<file path="config.mk">
export PLATFORM = sky130hd
export DESIGN_NAME = bcd_seg_scan
export DESIGN_NICKNAME = d
export VERILOG_FILES = /design/src/rtl/seg_pkg.sv /design/src/rtl/seg7_decode.sv /design/src/rtl/bcd_seg_scan.sv
export SDC_FILE = /design/constraint.sdc
export NUM_CORES = 1
export LEC_CHECK = 0
export ABC_AREA = 0
export BUFFER_PORTS_ARGS = -buffer_cell sky130_fd_sc_hd__buf_2
export CAP_MARGIN = 20
export CORE_ASPECT_RATIO = 0.7
export CORE_MARGIN = 2
export CORE_UTILIZATION = 45
export CTS_CLUSTER_DIAMETER = 50
export CTS_CLUSTER_SIZE = 40
export DETAILED_ROUTE_END_ITERATION = 7
export GPL_TIMING_DRIVEN = 0
export PLACE_DENSITY_LB_ADDON = 0.1
export SLEW_MARGIN = 10
export SYNTH_ARGS = -nofsm -noshare
export SYNTH_HDL_FRONTEND = slang
export SYNTH_HIERARCHICAL = 1
export SYNTH_SLANG_ARGS = --single-unit
</file>
<file path="constraint.sdc">
create_clock -name clk -period 2.4 [get_ports clk]
set_input_delay 0.6 -clock clk [delete_from_list [all_inputs] [get_ports clk]]
set_output_delay 0.6 -clock clk [all_outputs]
set_load 0.03 [all_outputs]
</file>
<file path="src/rtl/seg_pkg.sv">
// rtl/seg_pkg.sv - shared constants, segment decode table and width helper for the display scanner
package seg_pkg;

  // Active-low {g,f,e,d,c,b,a} patterns
  localparam logic [6:0] SEG_OFF  = 7'h7F;
  localparam logic [6:0] SEG_DASH = 7'h3F;

  // Packed decode table: entry k lives at bits [7k+6:7k]; 10..15 show a dash
  localparam logic [16*7-1:0] SEG_TABLE = {
    SEG_DASH, SEG_DASH, SEG_DASH, SEG_DASH, SEG_DASH, SEG_DASH,
    7'h10, 7'h00, 7'h78, 7'h02, 7'h12, 7'h19, 7'h30, 7'h24, 7'h79, 7'h40
  };

  // Ceiling log2, used to size counters; returns 0 for value <= 1
  function automatic int clog2(input int value);
    int r;
    int v;
    r = 0;
    v = value - 1;
    while (v > 0) begin
      r = r + 1;
      v = v >> 1;
    end
    return r;
  endfunction

endpackage

</file>
<file path="src/rtl/seg7_decode.sv">
// rtl/seg7_decode.sv - combinational 4-bit digit to active-low 7-segment pattern
module seg7_decode
  import seg_pkg::*;
(
  input  logic [3:0] digit,
  output logic [6:0] seg
);

  // Table lookup; invalid BCD codes map to the dash entries
  always_comb begin
    seg = SEG_TABLE[7*int'(digit) +: 7];
  end

endmodule

</file>
<file path="src/rtl/bcd_seg_scan.sv">
// rtl/bcd_seg_scan.sv - time-multiplexed 7-segment scanner for a latched packed BCD word
module bcd_seg_scan
  import seg_pkg::*;
#(
  parameter int BCD_W    = 10,
  parameter int DIGITS   = 3,
  parameter int PRESCALE = 50000,
  parameter int LZB      = 1
) (
  input  logic              clk,
  input  logic              rst,
  input  logic              load,
  input  logic [BCD_W-1:0]  bcd_in,
  input  logic              blank,
  output logic [DIGITS-1:0] an,
  output logic [6:0]        seg,
  output logic              frame_done
);

  localparam int SH_W  = 4 * DIGITS;
  localparam int IDX_W = (DIGITS > 1) ? clog2(DIGITS) : 1;
  localparam int PRE_W = (PRESCALE > 1) ? clog2(PRESCALE) : 1;

  localparam logic [IDX_W-1:0] IDX_LAST = IDX_W'(DIGITS - 1);
  localparam logic [PRE_W-1:0] PRE_LAST = PRE_W'(PRESCALE - 1);

  logic [SH_W-1:0]   shadow;
  logic [SH_W-1:0]   bcd_ext;
  logic [PRE_W-1:0]  pre_cnt;
  logic [IDX_W-1:0]  idx;
  logic              tick;
  logic [DIGITS-1:0] zero_above;
  logic [3:0]        cur_digit;
  logic              cur_zero_above;
  logic              blanked;
  logic [DIGITS-1:0] an_lit;
  logic [6:0]        dec_seg;

  // Zero-extend (or trim) the incoming word to the shadow width
  if (BCD_W >= SH_W) begin : g_trim
    assign bcd_ext = bcd_in[SH_W-1:0];
  end else begin : g_ext
    assign bcd_ext = {{(SH_W-BCD_W){1'b0}}, bcd_in};
  end

  assign tick = (pre_cnt == PRE_LAST);

  // Shadow register captures a new display value on load
  always_ff @(posedge clk) begin
    if (rst) begin
      shadow <= '0;
    end else if (load) begin
      shadow <= bcd_ext;
    end
  end

  // Prescaler sets how long each digit stays lit
  always_ff @(posedge clk) begin
    if (rst) begin
      pre_cnt <= '0;
    end else if (tick) begin
      pre_cnt <= '0;
    end else begin
      pre_cnt <= pre_cnt + PRE_W'(1);
    end
  end

  // Digit index advances on each tick and wraps after the last digit
  always_ff @(posedge clk) begin
    if (rst) begin
      idx <= '0;
    end else if (tick) begin
      idx <= (idx == IDX_LAST) ? '0 : idx + IDX_W'(1);
    end
  end

  // zero_above[k]: digits k..DIGITS-1 of the shadow are all zero
  always_comb begin
    logic acc;
    acc = 1'b1;
    zero_above = '0;
    for (int k = DIGITS - 1; k >= 0; k--) begin
      acc = acc && (shadow[4*k +: 4] == 4'h0);
      zero_above[k] = acc;
    end
  end

  // Select the current digit, its leading-zero flag and its anode pattern
  always_comb begin
    cur_digit      = 4'h0;
    cur_zero_above = 1'b0;
    an_lit         = '1;
    for (int k = 0; k < DIGITS; k++) begin
      if (idx == IDX_W'(k)) begin
        cur_digit      = shadow[4*k +: 4];
        cur_zero_above = zero_above[k];
        an_lit[k]      = 1'b0;
      end
    end
  end

  // Digit 0 is never blanked so a zero value still shows "0"
  assign blanked = (LZB != 0) && (idx != '0) && cur_zero_above;

  seg7_decode u_decode (
    .digit (cur_digit),
    .seg   (dec_seg)
  );

  // Registered outputs: anodes, segments and the frame wrap pulse
  always_ff @(posedge clk) begin
    if (rst) begin
      an         <= '1;
      seg        <= SEG_OFF;
      frame_done <= 1'b0;
    end else begin
      an         <= blank ? '1 : an_lit;
      seg        <= blanked ? SEG_OFF : dec_seg;
      frame_done <= tick && (idx == IDX_LAST);
    end
  end

endmodule
</file>
== Word-level counts from Yosys, hierarchy flattened ==
Index checks and enable logic that the tools add are counted.

* Bits in registers: 39
* Word-level logic and storage cells: 35
* Input port bits: 14
* Output and inout port bits: 11

* Shift operators: 1
* $add $sub $neg: 2
* Multiplexer cells: 10
* Reductions and logical operators: 12
* Equal/unequal tests: 3
* Multipliers: 1

{| class="wikitable"
|+ Operators by type and width
! cell !! count
|-
| $shiftx A112 B32 Y7 const A || 1
|-
| $add A16 B1 Y16 const B || 1
|-
| $eq A16 B16 Y1 const B || 1
|-
| $logic_not A4 Y1 || 3
|-
| $mux W4 || 3
|-
| $mul A3 B4 Y7 const A || 1
|-
| $mux W1 || 6
|-
| $reduce_or A2 Y1 || 3
|-
| $logic_and A1 B1 Y1 || 4
|-
| $add A2 B1 Y2 const B || 1
|-
| $eq A2 B1 Y1 const B || 1
|-
| $eq A2 B2 Y1 const B || 1
|-
| $logic_not A2 Y1 || 1
|-
| $mux W2 || 1
|-
| $reduce_bool A2 Y1 || 1
|}

== Logic depth before layout (Yosys ltp) ==
* Word-level depth: 8
* Mapped depth: 9
* Mapped depth without buffers: 8

== Hierarchy ==
The synthesis kept the hierarchy.

{| class="wikitable"
|+ By module, submodules not included
! module !! area each (um^2) !! times used !! seq. area each (um^2) !! cells each
|-
| bcd_seg_scan || 1542.7 || 1 || 780.7 || 165
|-
| seg7_decode || 185.2 || 1 || 0.0 || 28
|}

== Worst setup path after synthesis ==
OpenSTA, ideal clock, no wires.

* Path type: register to register
* From: register idx[0]
* To: register seg[3]
* Arrival time: 1.893 ns
* Setup slack: 0.376 ns
* Stages on the path, launching flop included: 10
* Setup time: 0.131 ns
* Path buffers: 1
* Clock period less this slack: 2.024 ns
* Data required time: 2.269 ns
* Path through: dfxtp_1 -> clkbuf_1 -> mux2i_1 -> o22ai_1 -> inv_1 -> ha_1 -> mux2_1 -> nor2_1 -> a31oi_1 -> nand2b_1

* Cells in the longest elaborated chain, start to end: 6
* Elaborated cells between the ends (all ways): 14
* Classes of those cells: mul (1); eq/ne (2); shift (1); mux (6); reduce/logical (4)

{| class="wikitable"
|+ Ends and longest elaborated chain
! what !! RTL line !! text
|-
| from (decl) || bcd_seg_scan.sv:30 || <nowiki>logic [IDX_W-1:0] idx;</nowiki>
|-
| from (signal assigned) || bcd_seg_scan.sv:73 || <nowiki>idx <= (idx == IDX_LAST) ? '0 : idx + IDX_W'(1);</nowiki>
|-
| $logic_not A2 Y1 || bcd_seg_scan.sv:94 || <nowiki>if (idx == IDX_W'(k)) begin</nowiki>
|-
| $mux W4 (2 in series) || bcd_seg_scan.sv:94 ||
|-
| $mux W4 * || bcd_seg_scan.sv:94 ||
|-
| net cur_digit[1] || bcd_seg_scan.sv:33 || <nowiki>logic [3:0] cur_digit;</nowiki>
|-
| $mul A3 B4 Y7 * || seg7_decode.sv:11 || <nowiki>seg = SEG_TABLE[7*int'(digit) +: 7];</nowiki>
|-
| $shiftx A112 B32 Y7 * || seg7_decode.sv:11 ||
|-
| net dec_seg[3] || bcd_seg_scan.sv:37 || <nowiki>logic [6:0] dec_seg;</nowiki>
|-
| to (signal assigned) || bcd_seg_scan.sv:118 || <nowiki>seg <= blanked ? SEG_OFF : dec_seg;</nowiki>
|-
| to (decl) || bcd_seg_scan.sv:16 || <nowiki>output logic [6:0] seg,</nowiki>
|}

Mark *: on every way through the listed nets, which the timed path passes. The rest lies on a longest branch.
A chain may end at the register's enable or synchronous reset.

== Worst setup path in the final report ==
* From: register idx[1]
* To: register seg[3]

The elaborated chain is that of the path after synthesis.

==> metrics.md <==
| Metric | Value |
|---|---|
| Setup bufs post-CTS | `0` |
| Initial core utilization | `about 48%` |
| Synth cell types | `29` |
| Reg power frac | `54.8%` |
| H-tree depth | `2` |
| Cell taking the most area after synthesis | `dfxtp_1` |
| Worst setup SP type | `flop` |
| Clk sinks | `39` |
| Max Root-Sink Buffers | `2` |
| Worst rel slew slack | `53.7%` |
| Drt total wl | `~3.4 mm` |
| Synth Cell Area | `1730 um^2` |
| Area Overhead vs Synth | `15.4%` |
| Share of layout cells above drive strength 1 | `16.7%` |
| Post-synth EDFFs | `0` |
| Maximum vdd drop | `about 460 uV` |
| Via density | `5.05` |
| Req. time, crit path | `around 2600 ps` |
| CTS Buf Count | `5` |
| Synth Flop Type | `dfxtp_1` |
| Power share of the combinational group | `10.6%` |
| Die span in y | `55.8 um` |
| Largest net degree at the start of global routing | `14` |
| CP max stage cell | `dfxtp_1` |
| Placed cell area | `~1900 um^2` |
| Most common cell in the netlist | `dfxtp_1` |
| Clk_lat worst skew | `290 ps` |
| Top-area cell type share of the netlist area | `45.2%` |
| Post-route insts no fill | `roughly 270` |
| Routed WL per cell | `12.6 um` |
| Clk slew on worst S/H paths | `about 80 ps` |
| Critical path class | `reg -> reg` |
| Crit path max-delay family | `simple AND/OR/NAND/NOR gates` |
| Syn Area/Cell | `roughly 9.0 um^2` |
| Vias | `1374` |
| Core area | `roughly 3600 um^2` |
| Hold Path Class | `reg -> reg` |
| DRC Markers | `0` |
| Max_cap viols | `0` |
| GRT Residual Overflow | `0` |
| Hpwl dp | `between 2 and 3 mm` |
| Placed cells | `around 270` |
| TritonCTS clock tree | `done` |
| Worst-Margin Slew | `slightly below 700 ps` |
| Max-slew violations | `0` |
| Mapped Cells | `193` |
| CP endpoint kind | `flop` |
| Critical path arrival | `~2300 ps` |
| Clock power share | `34.6%` |
| Top cells by area, synth | `dfxtp_1, mux2i_1, nor2_1` |
| Number of global-route vias before repair | `roughly 1300` |
| Seq/Total Area, Yosys | `approximately 45%` |
| RSZ-0062 raised after global routing | `false` |
| Mapped Nets | `213` |
| Die Wd | `~78 um` |
| Num rows | `18` |
| Cell repeated most along the worst path | `nand2b_1` |
| Most frequent cells after synthesis | `dfxtp_1, nor2_1, mux2i_1` |
| Post-route setup TNS | `0 ps` |
| Design Area, Final | `~2000 um^2` |
| Period Utilization, post-route | `88.9%` |
| YS warnings | `6` |
| Antenna violations before repair | `0` |
| Full die area | `between 4000 and 5000 um^2` |
| Async SR Flop Fraction | `0%` |
| Fillers | `roughly 360` |
| # setup viols final | `0` |
| P per Cell Area | `629 nW/um^2` |
| Yosys reg bits | `39` |
| Placer Congestion | `about 0.9` |
| Count of input and output buffers | `22` |
| Detail Route Antenna Nets | `0` |
| Crit-path cells | `buf_2, nand2b_1, o22ai_2, inv_1, ha_1, mux2_1, nor2_1, a31oi_1, nand2b_1` |
| CP Buf/Inv Count | `2` |
| Crit path max fanout | `10` |
| Total global-route track usage | `16.7%` |
| # diodes | `0` |
| DR iter-0 viols | `170` |
| DR pass1 iterations | `4` |
| Final setup skew | `6.62 ps` |
| Internal | `0.928 mW` |
| Global-route wire length before repair | `a little under 6 mm` |
| LEAKAGE | `0.763 nW` |
| Switching Share | `roughly a quarter` |
| Fin crit period | `2130 ps` |
| Switching pwr | `0.327 mW` |
| Root Driver | `clkbuf_8` |
| Final count of hold timing violations | `0` |
| IO Pins | `25` |
| Status | `finished, final reports clean` |
| Nets@finish | `241` |
| Largest stage delay, worst path | `340 ps` |
| Fmax | `469 MHz` |
power groups by stage:
| stage | Clock [mW] | Sequential, mW | Combinational [mW] |
|---|---|---|---|
| 6_report | 0.434 | 0.687 | 0.133 |
| 5_1_grt | 0.470 | 0.691 | 0.147 |
| 4_1_cts | 0.441 | 0.688 | 0.134 |
| 3_5_place_dp | 0 | 0.703 | 0.133 |
| 3_3_place_gp | 0 | 0.701 | 0.129 |
| 2_1_floorplan | 0 | 0.724 | 0.0714 |
stage by stage:
step | hold WS (ps) | worst slack [ps] | utilization [%] | power [mW]
finish | 479 | 266 | 55.3 | 1.25
global route | 521 | 110 | 55.3 | 1.31
CTS | 487 | 174 | 55.2 | 1.26
detailed placement | 468 | 14.6 | 52.7 | 0.836
global placement | 447 | 106 | 52.7 | 0.829
floorplan | 430 | 376 | - | 0.795
layout make-up:
cell class | instances | area (um^2) | share of cell area [%]
Clock buffer | 5 | 68.8 | 3.45
Clock inverter | 3 | 20.0 | 1.00
Sequential cell | 39 | 781 | 39.2
Tap cell | 50 | 62.6 | 3.14
Multi-Input combinational cell | 138 | 891 | 44.7
Inverter | 8 | 30.0 | 1.51
Buffer | 7 | 30.0 | 1.51
Timing Repair Buffer | 22 | 110 | 5.52
final timing paths:
kind	startpoint	to	slack [ps]	cells after the start
setup / recovery	idx[1]	seg[3]	270	9
setup reg to reg	idx[1]	seg[3]	270	9
hold reg to reg	pre_cnt[0]	pre_cnt[0]	480	1
hold / removal	pre_cnt[0]	pre_cnt[0]	480	1
what timing repair did:
item / CTS / global route
gates cloned: 0 / 0
endpoints found under the setup margin: 2 / 10
resized for setup: 1 / 1
hold buffers: 0 / 0
routing by layer:
metal  GRT usage (%)  share of wire [%]  vias up
li1                -                  -      711
met1            24.6                 54      619
met2            22.8                 39       40
met3            4.71                5.5        4
met4            7.02                1.1        0
met5               0                  0        -
kinds of logic after synthesis:
group	synth area share [%]
simple gates	24.7
flops	45.2
compound gates	5.72
buf+inv	3.62
mux	9.34
xor+xnor	7.10
fa+ha+maj	4.34
sequential cells by signal (all words and copies together) (netlist names):
signal	count
pre_cnt	16
frame_done	1
seg	7
an	3
idx	2
shadow	10
placed cells by master (no fill, tap or decap), types with 2 or more instances in the layout:
cell type / instances
buf_2: 24
clkinvlp_4: 2
or3_1: 2
nor4_1: 6
nand4_1: 4
clkbuf_8: 5
mux2i_1: 15
o21ai_0: 6
dfxtp_1: 39
xnor2_1: 13
nand3_1: 7
a21oi_1: 4
ha_1: 6
nor2_1: 38
nor3_1: 5
o22ai_1: 2
nand2b_1: 12
inv_1: 8
clkbuf_1: 4
nand2_1: 6
Note: power is estimated with default switching activity, not from simulation.
